## src/rtl/fmadd_exp_arbiter_pkg.sv

```systemverilog
// Shared FPU definitions for the exponent-sum arbiter: FSM encoding,
// default exponent geometry, and the overflow bound.
package fmadd_exp_arbiter_pkg;

    typedef enum logic [1:0] {
        ST_IDLE = 2'd0,
        ST_CALC = 2'd1,
        ST_RESP = 2'd2
    } fsm_state_t;

    localparam int DEF_EXP       = 7;
    localparam int DEF_BIAS      = 127;
    localparam int DEF_UFL_LIMIT = 103;

    // Largest biased exponent plus the bias: the smallest raw sum that overflows.
    function automatic int ovf_bound(input int exp_msb, input int bias);
        return ((1 << (exp_msb + 1)) - 1) + bias;
    endfunction

    localparam int DEF_OVF_BOUND = ovf_bound(DEF_EXP, DEF_BIAS);

endpackage

```

## src/rtl/fmadd_exp_sum_unit.sv

```systemverilog
// Raw exponent adder for a multiply-add: widened sum, product sign and
// underflow/overflow flags. Purely combinational.
module fmadd_exp_sum_unit
    import fmadd_exp_arbiter_pkg::*;
#(
    parameter int EXP       = DEF_EXP,
    parameter int BIAS      = DEF_BIAS,
    parameter int UFL_LIMIT = DEF_UFL_LIMIT
) (
    input  logic [EXP+1:0] a,
    input  logic [EXP+1:0] b,
    output logic [EXP+1:0] sum,
    output logic           sign,
    output logic           underflow,
    output logic           overflow
);

    localparam logic [31:0] UFL_L = 32'(UFL_LIMIT);
    localparam logic [31:0] OVF_L = 32'(ovf_bound(EXP, BIAS));

    logic [31:0] sum_ext;

    // One extra bit of headroom so two maximal exponents never wrap.
    assign sum       = {1'b0, a[EXP:0]} + {1'b0, b[EXP:0]};
    assign sum_ext   = 32'(sum);
    assign sign      = a[EXP+1] ^ b[EXP+1];
    assign underflow = sum_ext < UFL_L;
    assign overflow  = sum_ext >= OVF_L;

endmodule

```

## src/rtl/fmadd_exp_arbiter.sv

```systemverilog
// Two-requester round-robin front end for the exponent-sum unit, with a
// registered single-entry response and flush/backpressure handling.
//
// state   | meaning
// IDLE    | waiting for a request; grants combinationally
// CALC    | operands latched, sum computed and registered this cycle
// RESP    | result presented, held until resp_ready
module fmadd_exp_arbiter
    import fmadd_exp_arbiter_pkg::*;
#(
    parameter int EXP       = DEF_EXP,
    parameter int BIAS      = DEF_BIAS,
    parameter int UFL_LIMIT = DEF_UFL_LIMIT
) (
    input  logic           clk,
    input  logic           rst_l,
    input  logic           flush,
    input  logic           req0_valid,
    input  logic [EXP+1:0] req0_a,
    input  logic [EXP+1:0] req0_b,
    output logic           req0_ready,
    input  logic           req1_valid,
    input  logic [EXP+1:0] req1_a,
    input  logic [EXP+1:0] req1_b,
    output logic           req1_ready,
    output logic           resp_valid,
    input  logic           resp_ready,
    output logic           resp_id,
    output logic [EXP+1:0] resp_exp,
    output logic           resp_sign,
    output logic           resp_underflow,
    output logic           resp_overflow,
    output logic           busy
);

    fsm_state_t     state, state_nxt;
    logic           rr_ptr;
    logic           grant0, grant1, any_grant;
    logic [EXP+1:0] op_a, op_b;
    logic           op_id;
    logic [EXP+1:0] sum;
    logic           sum_sign, sum_ufl, sum_ovf;

    // rr_ptr = 1 means requester 1 wins the next tie.
    always_comb begin
        grant0 = 1'b0;
        grant1 = 1'b0;
        if (state == ST_IDLE && !flush) begin
            if (req0_valid && req1_valid) begin
                grant0 = !rr_ptr;
                grant1 = rr_ptr;
            end else begin
                grant0 = req0_valid;
                grant1 = req1_valid;
            end
        end
    end

    assign any_grant = grant0 | grant1;

    always_ff @(posedge clk or negedge rst_l) begin
        if (!rst_l) begin
            state <= ST_IDLE;
        end else begin
            state <= state_nxt;
        end
    end

    always_comb begin
        state_nxt = state;
        if (flush) begin
            state_nxt = ST_IDLE;
        end else begin
            case (state)
                ST_IDLE: if (any_grant)  state_nxt = ST_CALC;
                ST_CALC:                 state_nxt = ST_RESP;
                ST_RESP: if (resp_ready) state_nxt = ST_IDLE;
                default:                 state_nxt = ST_IDLE;
            endcase
        end
    end

    always_comb begin
        req0_ready = grant0;
        req1_ready = grant1;
        resp_valid = (state == ST_RESP);
        busy       = (state != ST_IDLE);
    end

    fmadd_exp_sum_unit #(
        .EXP       (EXP),
        .BIAS      (BIAS),
        .UFL_LIMIT (UFL_LIMIT)
    ) u_sum (
        .a         (op_a),
        .b         (op_b),
        .sum       (sum),
        .sign      (sum_sign),
        .underflow (sum_ufl),
        .overflow  (sum_ovf)
    );

    // Result registers only load in CALC, so they hold their value while idle.
    always_ff @(posedge clk or negedge rst_l) begin
        if (!rst_l) begin
            rr_ptr         <= 1'b0;
            op_a           <= '0;
            op_b           <= '0;
            op_id          <= 1'b0;
            resp_id        <= 1'b0;
            resp_exp       <= '0;
            resp_sign      <= 1'b0;
            resp_underflow <= 1'b0;
            resp_overflow  <= 1'b0;
        end else begin
            if (any_grant) begin
                op_a   <= grant1 ? req1_a : req0_a;
                op_b   <= grant1 ? req1_b : req0_b;
                op_id  <= grant1;
                rr_ptr <= grant0;
            end
            if (state == ST_CALC && !flush) begin
                resp_id        <= op_id;
                resp_exp       <= sum;
                resp_sign      <= sum_sign;
                resp_underflow <= sum_ufl;
                resp_overflow  <= sum_ovf;
            end
        end
    end

endmodule

```

## config.mk

```make
export PLATFORM = sky130hd
export DESIGN_NAME = fmadd_exp_arbiter
export DESIGN_NICKNAME = d
export VERILOG_FILES = /design/src/rtl/fmadd_exp_arbiter_pkg.sv /design/src/rtl/fmadd_exp_sum_unit.sv /design/src/rtl/fmadd_exp_arbiter.sv
export SDC_FILE = /design/constraint.sdc
export NUM_CORES = 1
export LEC_CHECK = 0
export CAP_MARGIN = 0
export CELL_PAD_IN_SITES_DETAIL_PLACEMENT = 1
export CELL_PAD_IN_SITES_GLOBAL_PLACEMENT = 1
export CORE_MARGIN = 10
export CORE_UTILIZATION = 34
export DETAILED_ROUTE_END_ITERATION = 16
export PLACE_DENSITY_LB_ADDON = 0.1
export REMOVE_ABC_BUFFERS = 1
export SETUP_SLACK_MARGIN = 0.5
export SLEW_MARGIN = 5
export SYNTH_ARGS = -nofsm -noshare
export SYNTH_HDL_FRONTEND = slang
export SYNTH_SLANG_ARGS = --single-unit
```

## constraint.sdc

```tcl
create_clock -name clk -period 2.98 [get_ports clk]
set_input_delay 0.745 -clock clk [delete_from_list [all_inputs] [get_ports clk]]
set_output_delay 0.745 -clock clk [all_outputs]
set_load 0.01 [all_outputs]
```

==> results.py <==
metrics = {
    "logic_synthesis": {
        "synth_seq_cells": 35,
        "syn_area_um2": 1819,
        "syn_area_per_cell_um2": 9.006,
        "yosys_warnings": 0,
        "synth_edf_count": 0,
        "synth_cells": 202,
        "synth.distinct_cells": 36,
        "ys_async_sr_fraction": 1.000,
        "ys.flop_type": "dfrtp_1",
        "seq_area_frac_synth": 0.4814,
    },
    "timing": {
        "rsz0062_at_grt": "false",
        "post-route-period-util": 0.7772,
        "fmax_mhz": 431.8,
        "setup_slack_ns": 0.6639,
        "min_period_ns": 2.316,
        "setup_viol_count_final": 0,
        "drv_slew": 0,
        "whs_ns": 0.4828,
        "worstMarginPinSlew_ns": 0.7916,
        "tns_ns": 0,
        "hold_viol_final": 0,
        "finClkSkew_ns": 0.005950,
        "maxSlewHeadroom": 0.4723,
    },
    "floorplanning": {
        "ios": 59,
        "rows": 26,
        "dieArea_um2": 8677,
        "fp.coreArea_um2": 5140,
        "die_h_um": 93.15,
        "initial_core_util": 0.3539,
        "chipWidth_um": 93.15,
    },
    "finish": {
        "drive_gt1_frac": 0.09579,
        "finalNonFillerCells": 331,
        "most-common-layout-cells": "nand2_1, clkdlybuf4s50_1, dfrtp_1, nor2_1, a31oi_1",
        "fin_area_um2": 2580,
        "num_antenna_cells": 0,
        "n_fill_cell": 630,
        "fin_util": 0.5019,
        "final_nets": 313,
        "area_growth_pct": 41.82,
    },
    "cts": {
        "cts_max_level": 2,
        "clockRootBuffer": "clkbuf_8",
        "clock_sinks": 35,
        "cts_tree": "done",
        "postCtsHoldBufs": 0,
        "clkLatencyLatePin_ns": 0.29,
        "clockBufferDepth": 2,
        "numCtsBuffers": 5,
        "clkSlewWorstSetupHoldPaths_ns": 0.06,
    },
    "grt": {
        "grt_max_degree": 40,
        "gr-usage-all-layers": 0.1165,
        "grt-ovfl-total": 0,
        "antenna_found_initial": 0,
        "grt_pass1_vias": 1700,
        "grt_pass1_wl_um": 8079,
    },
    "detailed_routing": {
        "firstDrtPassIters": 4,
        "routedWlPerCell_um": 14.45,
        "postRouteWirelength_um": 4782,
        "drc": 0,
        "drtIter0Drc": 35,
        "postRouteAntennaNets": 0,
        "vias": 1620,
        "vias_per_cell": 4.894,
    },
    "pwr": {
        "power_density_nw_per_um2": 1067,
        "ir_worst_vdd_mv": 0.3908,
        "cellLeakagePower_nw": 1.143,
        "total_power_mw": 2.753,
    },
    "place": {
        "place_congestion": 0.7448,
        "detailed_place_hpwl_um": 3811,
        "dp_slack_ns": 0.06635,
        "port_buffers": 58,
        "dp.cells": 324,
        "placed_area_um2": 2470,
    },
    "min_path": {
        "hp-class": "flop to flop",
        "hold_depth": 2,
        "hold_end": "resp_exp[5]$_DFFE_PN0P_",
        "hp-start": "resp_exp[5]$_DFFE_PN0P_",
    },
    "critical_path": {
        "reg2reg_depth": 9,
        "arrival_ns": 1.57,
        "rr_startpoint": "op_a[0]$_DFFE_PN0P_",
        "path_class": "input pin to output port",
        "startpoint_type": "input pin",
        "required_ns": 2.24,
        "crit_fanout": 3,
        "crit_path_end_kind": "output port",
        "rrSetupSlack_ns": 0.80,
        "regToRegEndpoint": "resp_overflow$_DFFE_PN0P_",
    },
    "job": {
        "maxCapViolCount": 0,
    },
    "run_status": {
        "outcome": "complete, no violations",
    },
}
[synth_stat cells (2+ instances only)]
cell type,n,area (µm²)
xnor2_1,2,17.52
xor2_1,2,17.52
dfrtp_1,35,875.8
nand3_1,4,20.02
clkbuf_1,8,30.03
nand2_1,52,195.2
o31a_1,2,17.52
nor2_1,25,93.84
o21a_1,3,22.52
nand2b_1,3,18.77
ha_1,8,100.1
a31oi_1,18,112.6
inv_1,6,22.52
mux2_2,4,45.04
o21ai_0,6,30.03
a21oi_1,4,20.02
[state kept, by name, indices dropped and copies added, names as in the netlist]
name	cells
op_a	9
resp_overflow	1
op_id	1
rr_ptr	1
op_b	9
resp_sign	1
state	2
resp_exp	9
resp_id	1
resp_underflow	1
[how the worst max path moves through the flow]
stage | startpoint | end | slack [ns] | cells after the start
floorplan | flush | req1_ready | 0.38 | 3
global placement | flush | req0_ready | 0.07 | 5
detailed placement | flush | req0_ready | 0.07 | 5
CTS | req0_valid | req1_ready | 0.52 | 5
global route | op_a[0]$_DFFE_PN0P_ | resp_overflow$_DFFE_PN0P_ | 0.57 | 9
finish | flush | req0_ready | 0.66 | 5
[cells by family after synthesis]
| kind of cell | Yosys count | synth area share |
|---|---|---|
| DFF | 35 | 0.4814 |
| muxes | 4 | 0.02476 |
| AOI/OAI and AO/OA | 42 | 0.1548 |
| xor gates and xnor gates | 5 | 0.02820 |
| and+or+nand+nor | 91 | 0.2111 |
| buffers and inverters | 16 | 0.03370 |
| adders and majority gates | 9 | 0.06603 |
[critical path, stage by stage]
cell and delay, ns:
dlygate4sd2_1 0.26, nor2_2 0.14, nand3_2 0.13, inv_2 0.08, clkdlybuf4s15_2 0.22
[power breakdown]
part           internal, mW  switching (mW)  leakage, nW
combinational         0.787           0.814        0.689
clock                 0.156           0.157       0.0371
sequential            0.704           0.135        0.417
total                  1.65            1.11         1.14
[area by class of cell]
class                      count  area [µm²]  area share
timing repair buffer          62       611.8      0.2371
tap                           70       87.58     0.03395
inverter                       7       26.28     0.01018
clock buffer                   6       72.57     0.02813
sequential                    35       875.8      0.3395
multi-input combinational    151       905.9      0.3511
[layer usage]
metal / wire length, µm / up-vias / track usage
met3: 294 / 6 / 0.04556
met5: 0 / - / 0
met4: 84 / 0 / 0.05398
li1: - / 810 / -
met1: 2190 / 764 / 0.1343
met2: 2213 / 40 / 0.1863
[timing repair]
action                                  in CTS  in global routing
endpoints found under the setup margin       2                  4
pin swaps                                    3                  2
gates resized for setup                     10                  4
buffers inserted                             1                  0
No activity file was read; power rests on OpenSTA's default activity.
